<file path="config.mk">
export PLATFORM = sky130hd
export DESIGN_NAME = hdlc_tx_framer_flat
export DESIGN_NICKNAME = d
export VERILOG_FILES = /design/src/rtl/hdlc_tx_framer_if.sv /design/src/rtl/hdlc_tx_framer.sv /design/src/flat_wrapper.sv
export SDC_FILE = /design/constraint.sdc
export NUM_CORES = 1
export LEC_CHECK = 0
export BUFFER_PORTS_ARGS = -buffer_cell sky130_fd_sc_hd__buf_2
export CAP_MARGIN = 0
export CORE_AREA = 2 2 103 75
export DETAILED_ROUTE_END_ITERATION = 6
export DIE_AREA = 0 0 105 77
export PLACE_DENSITY = 0.66
export SYNTH_ARGS = -nofsm -noshare
export SYNTH_HDL_FRONTEND = slang
export SYNTH_SLANG_ARGS = --single-unit
</file>
<file path="constraint.sdc">
create_clock -name Clk -period 5.05 [get_ports Clk]
set_input_delay 0.2525 -clock Clk [delete_from_list [all_inputs] [get_ports Clk]]
set_output_delay 0.2525 -clock Clk [all_outputs]
set_load 0.02 [all_outputs]
</file>
<file path="src/rtl/hdlc_tx_framer_if.sv">
// hdlc_tx_framer_if: Tx buffer handshake, control and serial-line bundle between the framer and its client
interface hdlc_tx_framer_if;
    logic       Tx_Enable;
    logic       Tx_AbortFrame;
    logic [7:0] Tx_FrameSize;
    logic       Tx_DataAvail;
    logic [7:0] Tx_Data;
    logic       Tx_RdBuff;
    logic       Tx;
    logic       Tx_ValidFrame;
    logic       Tx_Done;
    logic       Tx_AbortedTrans;
    modport master(
        output Tx_Enable, Tx_AbortFrame, Tx_FrameSize, Tx_DataAvail, Tx_Data,
        input  Tx_RdBuff, Tx, Tx_ValidFrame, Tx_Done, Tx_AbortedTrans
    );
    modport slave(
        input  Tx_Enable, Tx_AbortFrame, Tx_FrameSize, Tx_DataAvail, Tx_Data,
        output Tx_RdBuff, Tx, Tx_ValidFrame, Tx_Done, Tx_AbortedTrans
    );
endinterface

</file>
<file path="src/rtl/hdlc_tx_framer.sv">
// hdlc_tx_framer: serial HDLC transmitter (flags, zero insertion, CRC-16 FCS, idle and abort patterns)
module hdlc_tx_framer #(
    parameter logic [7:0]  FLAG      = 8'h7E,
    parameter int          MAX_BYTES = 126,
    parameter logic [15:0] FCS_INIT  = 16'hFFFF
) (
    input logic         Clk,
    input logic         Rst,
    hdlc_tx_framer_if.slave txIf
);
    typedef enum logic [2:0] {IDLE, START_FLAG, DATA, FCS, END_FLAG, ABORT} state_t;
    state_t      state, stateNext;
    logic [4:0]  bitCnt, bitCntNext;
    logic [7:0]  byteCnt, byteCntNext, frameSize, frameSizeNext, shiftReg, shiftRegNext;
    logic [15:0] fcs, fcsNext;
    logic [2:0]  ones, onesNext;
    logic        done, doneNext, aborted, abortedNext;
    logic        stuff, dataBit, underrun, rdBuff, tx, sizeOk;

    assign sizeOk = txIf.Tx_FrameSize != 8'd0 && int'(txIf.Tx_FrameSize) <= MAX_BYTES;

    always_comb begin
        stateNext = state;
        bitCntNext = bitCnt;
        byteCntNext = byteCnt;
        frameSizeNext = frameSize;
        shiftRegNext = shiftReg;
        fcsNext = fcs;
        onesNext = ones;
        doneNext = 1'b0;
        abortedNext = aborted;
        underrun = 1'b0;
        rdBuff = 1'b0;
        tx = 1'b1;
        stuff = ones == 3'd5;
        dataBit = state == FCS ? ~fcs[bitCnt[3:0]] : shiftReg[0];
        case (state)
            IDLE: if (txIf.Tx_Enable && sizeOk) begin
                stateNext = START_FLAG;
                frameSizeNext = txIf.Tx_FrameSize;
                abortedNext = 1'b0;
                bitCntNext = '0;
                fcsNext = FCS_INIT;
            end
            START_FLAG, END_FLAG: begin
                tx = FLAG[bitCnt[2:0]];
                bitCntNext = bitCnt + 5'd1;
                if (bitCnt == 5'd7) begin
                    bitCntNext = '0;
                    if (state == END_FLAG) begin
                        stateNext = IDLE;
                        doneNext = 1'b1;
                    end else if (txIf.Tx_DataAvail) begin
                        rdBuff = 1'b1;
                        shiftRegNext = txIf.Tx_Data;
                        byteCntNext = 8'd1;
                        onesNext = '0;
                        stateNext = DATA;
                    end else underrun = 1'b1;
                end
            end
            DATA, FCS: begin
                tx = !stuff && dataBit;
                if (stuff) begin
                    onesNext = '0;
                    if (bitCnt == 5'd16) begin
                        stateNext = END_FLAG;
                        bitCntNext = '0;
                    end
                end else begin
                    onesNext = dataBit ? ones + 3'd1 : 3'd0;
                    bitCntNext = bitCnt + 5'd1;
                    if (state == DATA) begin
                        fcsNext = {1'b0, fcs[15:1]} ^ (fcs[0] ^ dataBit ? 16'h8408 : 16'h0000);
                        shiftRegNext = {1'b0, shiftReg[7:1]};
                        if (bitCnt == 5'd7) begin
                            bitCntNext = '0;
                            if (byteCnt == frameSize) stateNext = FCS;
                            else if (txIf.Tx_DataAvail) begin
                                rdBuff = 1'b1;
                                shiftRegNext = txIf.Tx_Data;
                                byteCntNext = byteCnt + 8'd1;
                            end else underrun = 1'b1;
                        end
                    end else if (bitCnt == 5'd15) begin
                        // a stuff owed after the last FCS bit parks the counter at 16 for one extra cycle
                        if (dataBit && ones == 3'd4) bitCntNext = 5'd16;
                        else begin
                            stateNext = END_FLAG;
                            bitCntNext = '0;
                        end
                    end
                end
            end
            ABORT: begin
                tx = bitCnt != 5'd0;
                bitCntNext = bitCnt + 5'd1;
                if (bitCnt == 5'd7) stateNext = IDLE;
            end
            default: stateNext = IDLE;
        endcase
        if (underrun || (txIf.Tx_AbortFrame && (state == START_FLAG || state == DATA || state == FCS))) begin
            stateNext = ABORT;
            bitCntNext = '0;
            abortedNext = 1'b1;
            rdBuff = 1'b0;
        end
    end

    always_ff @(posedge Clk) begin
        if (Rst) begin
            state <= IDLE;
            bitCnt <= '0;
            byteCnt <= '0;
            frameSize <= '0;
            shiftReg <= '0;
            fcs <= FCS_INIT;
            ones <= '0;
            done <= 1'b0;
            aborted <= 1'b0;
        end else begin
            state <= stateNext;
            bitCnt <= bitCntNext;
            byteCnt <= byteCntNext;
            frameSize <= frameSizeNext;
            shiftReg <= shiftRegNext;
            fcs <= fcsNext;
            ones <= onesNext;
            done <= doneNext;
            aborted <= abortedNext;
        end
    end

    assign txIf.Tx = tx;
    assign txIf.Tx_RdBuff = rdBuff && !Rst;
    assign txIf.Tx_ValidFrame = state inside {START_FLAG, DATA, FCS, END_FLAG};
    assign txIf.Tx_Done = done;
    assign txIf.Tx_AbortedTrans = aborted;
endmodule

</file>
<file path="src/flat_wrapper.sv">
// flat-port wrapper written by rule: the top's interface ports become plain ports
module hdlc_tx_framer_flat 
#(
    parameter logic [7:0]  FLAG      = 8'h7E,
    parameter int          MAX_BYTES = 126,
    parameter logic [15:0] FCS_INIT  = 16'hFFFF
)
  (Clk, Rst, txIf_Tx_Enable, txIf_Tx_AbortFrame, txIf_Tx_FrameSize, txIf_Tx_DataAvail, txIf_Tx_Data, txIf_Tx_RdBuff, txIf_Tx, txIf_Tx_ValidFrame, txIf_Tx_Done, txIf_Tx_AbortedTrans);
  hdlc_tx_framer_if txIf_i ();
  input logic Clk;
  input logic Rst;
  input wire logic [$bits(txIf_i.Tx_Enable)-1:0] txIf_Tx_Enable;
  input wire logic [$bits(txIf_i.Tx_AbortFrame)-1:0] txIf_Tx_AbortFrame;
  input wire logic [$bits(txIf_i.Tx_FrameSize)-1:0] txIf_Tx_FrameSize;
  input wire logic [$bits(txIf_i.Tx_DataAvail)-1:0] txIf_Tx_DataAvail;
  input wire logic [$bits(txIf_i.Tx_Data)-1:0] txIf_Tx_Data;
  output wire logic [$bits(txIf_i.Tx_RdBuff)-1:0] txIf_Tx_RdBuff;
  output wire logic [$bits(txIf_i.Tx)-1:0] txIf_Tx;
  output wire logic [$bits(txIf_i.Tx_ValidFrame)-1:0] txIf_Tx_ValidFrame;
  output wire logic [$bits(txIf_i.Tx_Done)-1:0] txIf_Tx_Done;
  output wire logic [$bits(txIf_i.Tx_AbortedTrans)-1:0] txIf_Tx_AbortedTrans;
  assign txIf_i.Tx_Enable = txIf_Tx_Enable;
  assign txIf_i.Tx_AbortFrame = txIf_Tx_AbortFrame;
  assign txIf_i.Tx_FrameSize = txIf_Tx_FrameSize;
  assign txIf_i.Tx_DataAvail = txIf_Tx_DataAvail;
  assign txIf_i.Tx_Data = txIf_Tx_Data;
  assign txIf_Tx_RdBuff = txIf_i.Tx_RdBuff;
  assign txIf_Tx = txIf_i.Tx;
  assign txIf_Tx_ValidFrame = txIf_i.Tx_ValidFrame;
  assign txIf_Tx_Done = txIf_i.Tx_Done;
  assign txIf_Tx_AbortedTrans = txIf_i.Tx_AbortedTrans;
  hdlc_tx_framer #(.FLAG(FLAG), .MAX_BYTES(MAX_BYTES), .FCS_INIT(FCS_INIT)) u_core (.Clk(Clk), .Rst(Rst), .txIf(txIf_i));
endmodule
</file>
==> qor.yml, run 1 <==
sta:
  hold_violations: 0
  tns_ns: 0
  fin_crit_ns: 3.52
  finalSetupViolations: 0
  finalCritPeriodShare_pct: 69.7
  rsz0062_at_grt: "no"
  slew_viol_final: 0
  maxSlewHeadroom_pct: 21.7
  fin_worst_skew_ns: 0.00590
  setup_slack_ns: 1.53
  max_freq_ghz: 0.284
  max_slew.worst_pin.slew_ns: 1.16
setup_path:
  rr_worst_depth: 7
  crit_arrival_ns: 3.27
  r2r_start: "u_core.bitCnt[1]$_SDFFE_PP0P_"
  critical_path.max_fanout: 10
  reg2reg_slack_ns: 1.78
  end_kind: "primary output"
  cp-start-kind: "flop"
  cp_data_required_time_ns: 4.80
  setup.worst_path.class: "reg -> out"
synthesis:
  synth_common_cells: "dfxtp_1, nand2_1, nor2_1"
  synth_cell_type_count: 69
  postSynthCellCount: 380
  synth_top_area_cell: "dfxtp_1"
  synth_top_cell_area_share_pct: 33.0
  synth_warnings: 0
  async_reset_ff_share_pct: 0
  synth-edff-count: 0
  syn_avg_cell_area_sq_um: 8.61
  synth_area_leaders: "dfxtp_1, mux2i_1, nand2_1"
  synth-main-ff-cell: "dfxtp_1"
  ys_seq_area_share_pct: 33.0
  ys_ff_latch: 54
  syn-num-nets: 408
  post_synth_instance_area_sq_mm: 0.00327
  yosysMostFrequentCell: "dfxtp_1"
min_path:
  worstHoldStart: "txIf_Tx_Data[7]"
  hold_end: "u_core.shiftReg[7]$_SDFFE_PP0P_"
  hp-class: "in -> reg"
  min_path_cells: 3
floorplanning:
  die_y_um: 77
  die_w_um: 105
  fp-row-count: 26
  ios: 26
  die_area_sq_mm: 0.00809
  initial_core_util_pct: 46.2
  core_sq_mm: 0.00709
placement:
  post-dp-hpwl_um: 5660
  pre_cts_ws_ns: 1.97
  portBuffers: 25
  gp_congestion: 1.00
  placed_area_sq_mm: 0.00341
  dp_cells: 484
grt:
  antenna_found_initial: 0
  use_met1_pct: 29.3
  busiest_layer: "met2"
  use_met3_pct: 3.49
  grt_max_degree: 34
  grt_use_met2_pct: 29.9
  grt-ovfl-total: 0
  grt_pass1_vias: 2709
  grt_pass1_wl_um: 13300
  grt_use_total_pct: 20.2
cts:
  cts_buffers: 5
  insertion_delay_ns: 0.31
  cts_max_path_buffers: 2
  cts_htree_levels: 2
  cts_tree: "yes"
  clk_root_buffer_cell: "clkbuf_8"
  postCtsResizedCells: 0
  clock-sinks: 54
  holdBufCountCts: 0
  cts_setup_buffers: 0
  clk_pin_slew_worst_paths_ns: 0.10
routing:
  drtIter0Drc: 305
  dr.pass1.iters: 5
  postRouteAntennaNets: 0
  routed_wl_um: 7810
  drcViolationCount: 0
  wl_per_cell_um: 15.9
  via_count: 2891
  drt-vias-per-instance: 5.88
power_and_ir_drop:
  p_leak_nw: 1.37
  cellPowerDensity_mw_per_mm2: 267
  irDropWorstVdd_v: 0.000182
layout:
  diodes: 0
  instances_no_fill: 492
  multi_input_area_sq_mm: 0.00203
  register_area_sq_mm: 0.00108
  nets: 421
  syn2layout_area_growth_pct: 7.45
  utilization_pct: 49.6
  final_area_sq_mm: 0.00352
  fillers: 710
  layout-drive-gt1-share_pct: 14.5
run_status:
  status: "completed"
flow_run:
  cap_violations: 0
==> worst max-delay path by stage <==
stage / end / start / cells past startpoint / slack, ns
floorplan: txIf_Tx / u_core.bitCnt[1]$_SDFFE_PP0P_ / 6 / 2.96
global route: txIf_Tx_RdBuff / u_core.bitCnt[1]$_SDFFE_PP0P_ / 7 / 1.27
CTS: txIf_Tx_RdBuff / u_core.bitCnt[1]$_SDFFE_PP0P_ / 7 / 1.60
global placement: flop / u_core.bitCnt[1]$_SDFFE_PP0P_ / 7 / 2.07
detailed placement: flop / u_core.bitCnt[1]$_SDFFE_PP0P_ / 7 / 1.97
finish: txIf_Tx_RdBuff / u_core.bitCnt[1]$_SDFFE_PP0P_ / 7 / 1.53
==> cells by family after synthesis <==
family	Yosys count	share of synthesized area [%]
buffers and inverters	32	4.93
flip-flops	54	33.0
AND/OR/NAND/NOR	156	24.5
multiplexers	36	11.5
adder cells (fa/ha/maj)	8	2.98
AO/OA/AOI/OAI	80	19.3
XOR/XNOR	14	3.75
==> metal layers <==
layer	share of wire, %	up-vias
met2	42	112
met1	49	1349
met5	0	-
li1	-	1416
met4	1.8	0
met3	6.7	14
==> worst max-delay path, cell delays in order (launching register included) <==
cell	delay (ns)
dfxtp_1	0.64
ha_1	0.35
nor4bb_1	1.00
a31oi_1	0.19
nor3_1	0.21
a31oi_2	0.13
and3_1	0.28
buf_2	0.15
==> placed cells by master (no fill, tap or decap), types with 8 or more instances in the layout <==
master and instances:
nor2_1 37, nand3_1 12, or3_1 16, xor2_1 13, a211oi_1 8, nand2_1 41, dfxtp_1 54, buf_2 25
nor3_1 8, inv_1 11, mux2i_1 34, o21ai_0 9, a21oi_1 15
==> flip-flops by register name (all words and copies together), names as in the netlist, named ones only <==
register,count
u_core.bitCnt,5
u_core.byteCnt,8
u_core.fcs,16
u_core.frameSize,8
u_core.ones,3
u_core.shiftReg,8
u_core.state,3
u_core.txIf.Tx_AbortedTrans,1
u_core.txIf.Tx_Done,1
==> final cells by class <==
type,count,share of cell area [%]
multi-input cells,294,57.7
flip-flops and latches,54,30.7
repair buffers,26,3.77
well taps,98,3.49
clock buffers,7,2.74
inverters,12,1.28
clock inverters,1,0.249
==> power breakdown <==
part	switching, mW	total (mW)	internal, mW
clock	0.152	0.279	0.126
combinational	0.114	0.190	0.0764
sequential	0.0292	0.469	0.440
total	0.295	0.938	0.642
==> stage by stage <==
stage	hold slack (ns)	power, mW
after floorplan	0.389	0.629
after global placement	0.451	0.665
after detailed placement	0.456	0.667
after CTS	0.155	0.941
after global routing	0.165	0.991
final	0.162	0.938
Power figures use the tool's default switching activity.
==> inputs of run 2 (changes only) <==
Settings changed: ABC_AREA set to 1, CORE_AREA 2 2 103 75 to 2 2 101 74, DIE_AREA 0 0 105 77 to 0 0 103 76.
Clock period 5.05 ns to 3.4 ns, I/O delays scaled along.
==> run 2 against run 1 <==
Net effect: routed wire length shrank 6.5%; hold slack got worse by 0.055 ns; register-to-register slack worse by 0.73 ns; sequential power up 110%; sequential share of layout area rose by 1.4 points; first-iteration DRC count shrank 35%; global-route usage fell by 0.31 points; power grew to 2.7 times the previous value; utilization fell by 1.2 points; critical endpoint unchanged; clock skew rose by 0.0069 ns; clock power grew 35%; area after synthesis is 4.5% lower.
==> qor.yml, run 2 <==
run_status:
  status: "completed"
synthesis:
  synth_area_leaders: "dfxtp_1, nand2_1, inv_1"
  async_reset_ff_share_pct: 0
  synth_top_cell_area_share_pct: 34.6
  synth_cell_type_count: 34
  postSynthCellCount: 464
  ys_seq_area_share_pct: 34.6
  synth-main-ff-cell: "dfxtp_1"
  syn-num-nets: 492
  ys_ff_latch: 54
  synth_warnings: 0
  synth_top_area_cell: "dfxtp_1"
  syn_avg_cell_area_sq_um: 6.74
  yosysMostFrequentCell: "nand2_1"
  synth_common_cells: "nand2_1, inv_1, dfxtp_1"
  synth-edff-count: 0
  post_synth_instance_area_sq_mm: 0.00313
power_and_ir_drop:
  p_comb_share_pct: 46.7
  irDropWorstVdd_v: 0.000285
  p_sw_mw: 1.17
  swShare_pct: 46.3
  p_leak_nw: 1.59
  pwr-share-seq_pct: 38.3
  clockPowerShare_pct: 15.0
  p_int_mw: 1.36
  cellPowerDensity_mw_per_mm2: 750
layout:
  nets: 508
  diodes: 0
  layout-drive-gt1-share_pct: 14.6
  mostFrequentLayoutCells: "nand2_1, inv_1, dfxtp_1"
  instances_no_fill: 579
  top_register: "u_core.fcs"
  final_common_cell: "nand2_1"
  syn2layout_area_growth_pct: 7.77
  largest_register_ffs: 16
floorplanning:
  die_area_sq_mm: 0.00783
  core_sq_mm: 0.00696
  initial_core_util_pct: 44.9
  die_w_um: 103
  die_y_um: 76
  ios: 26
  fp-row-count: 26
setup_path:
  cp_cell_sequence: "ha_1 -> nand2_4 -> nor3_4 -> nand2_2 -> nand2_1 -> nand2_2 -> nor2_4 -> nand2_4 -> nor2_1 -> buf_2"
  slowest_stage: "dfxtp_1"
  cp_data_required_time_ns: 3.23
  critical_path.max_fanout: 13
  setup.worst_path.class: "reg -> out"
  max_stage_delay_ns: 0.55
  end_kind: "primary output"
  crit_arrival_ns: 2.46
  cp-start-kind: "flop"
  reg2reg_slack_ns: 1.05
cts:
  cts_setup_buffers: 0
  postCtsResizedCells: 0
  insertion_delay_ns: 0.32
  holdBufCountCts: 0
  cts_buffers: 5
  cts_tree: "yes"
  cts_max_path_buffers: 2
  cts_htree_levels: 2
  clock-sinks: 54
  clk_pin_slew_worst_paths_ns: 0.11
  clk_root_buffer_cell: "clkbuf_8"
grt:
  antenna_found_initial: 0
  grt_max_degree: 27
  grt-ovfl-total: 0
  grt_use_total_pct: 19.9
  grt_pass1_wl_um: 12500
  grt_pass1_vias: 2638
routing:
  via_count: 2905
  routed_wl_um: 7300
  drt-vias-per-instance: 5.02
  drcViolationCount: 0
  postRouteAntennaNets: 0
  dr.pass1.iters: 5
  drtIter0Drc: 198
  wl_per_cell_um: 12.6
placement:
  portBuffers: 25
  dp_cells: 571
  post-dp-hpwl_um: 5570
  gp_congestion: 0.926
sta:
  hold_violations: 0
  max_freq_ghz: 0.380
  rsz0062_at_grt: "no"
  tns_ns: 0
  max_slew.worst_pin.slew_ns: 0.653
  maxSlewHeadroom_pct: 56.2
  finalCritPeriodShare_pct: 77.3
  slew_viol_final: 0
  finalSetupViolations: 0
  fin_crit_ns: 2.63
  fin_worst_skew_ns: 0.0128
flow_run:
  cap_violations: 0
min_path:
  hp-class: "in -> reg"
run 2: changes by cell type in the layout (fill, tap and decap cells not counted), moves of 10 or more:
cell	change
or3_1	-16
nand2_1	+62
nand3_1	+22
o21ai_0	+17
a21oi_1	+12
mux2i_1	-34
inv_1	+46
nor2_1	+10
run 2: path summary, 6_finish.rpt:
kind	start	end	cells after the start
worst max-delay path	u_core.bitCnt[0]$_SDFFE_PP0P_	txIf_Tx_RdBuff	10
worst min-delay path	txIf_Tx_FrameSize[0]	u_core.frameSize[0]$_SDFFE_PP0P_	3
worst max register to register	u_core.bitCnt[0]$_SDFFE_PP0P_	u_core.byteCnt[4]$_SDFFE_PP0P_	12
worst min register to register	u_core.frameSize[7]$_SDFFE_PP0P_	u_core.frameSize[7]$_SDFFE_PP0P_	2
run 2: cells by family after synthesis:
| group | synth area share (%) |
|---|---|
| AO/OA/AOI/OAI | 15.2 |
| XOR/XNOR | 3.08 |
| adder cells (fa/ha/maj) | 2.80 |
| buffers and inverters | 11.4 |
| flip-flops | 34.6 |
| AND/OR/NAND/NOR | 32.9 |
run 2: layout make-up:
cell class,count,area [sq um]
tap,98,123
clock buffer,5,68.8
clock inverter,3,25.0
inverter,67,251
multi-input combinational,326,1690
sequential,54,1080
timing repair buffer,26,133
fill,753,3590
run 2: worst max-delay path, delay by kind of cell, from the launching register on:
family | cells | cell delay [ns]
buffers and inverters | 1 | 0.17
and+or+nand+nor | 8 | 1.12
adders and majority gates | 1 | 0.30
DFF | 1 | 0.55
run 2: power groups by stage:
stage	Clock [mW]	Sequential, mW	Combinational [mW]
final	0.378	0.968	1.18
after global routing	0.412	0.987	1.36
after CTS	0.388	0.966	1.17
after detailed placement	0	0.979	1.16
after global placement	0	0.976	1.15
after floorplan	0	0.921	0.993
run 2: layer usage:
metal	global-route usage (%)	up-vias	share of wire, %
li1	-	1524	-
met1	32.2	1288	54
met2	26.7	87	38
met3	3.85	6	6.9
met4	4.34	0	0.90
met5	0	-	0
run 2: stage by stage:
step | area (sq um) | hold slack [ns] | setup slack, ns | util (%) | power, mW
6_report | 3370 | 0.107 | 0.771 | 48.4 | 2.52
5_1_grt | 3370 | 0.108 | 0.542 | 48.4 | 2.76
4_1_cts | 3370 | 0.0970 | 0.781 | 48.4 | 2.53
3_5_place_dp | 3270 | 0.437 | 1.10 | 47.0 | 2.14
3_3_place_gp | 3270 | 0.430 | 1.19 | 47.0 | 2.13
2_1_floorplan | 3130 | 0.248 | 1.57 | - | 1.91
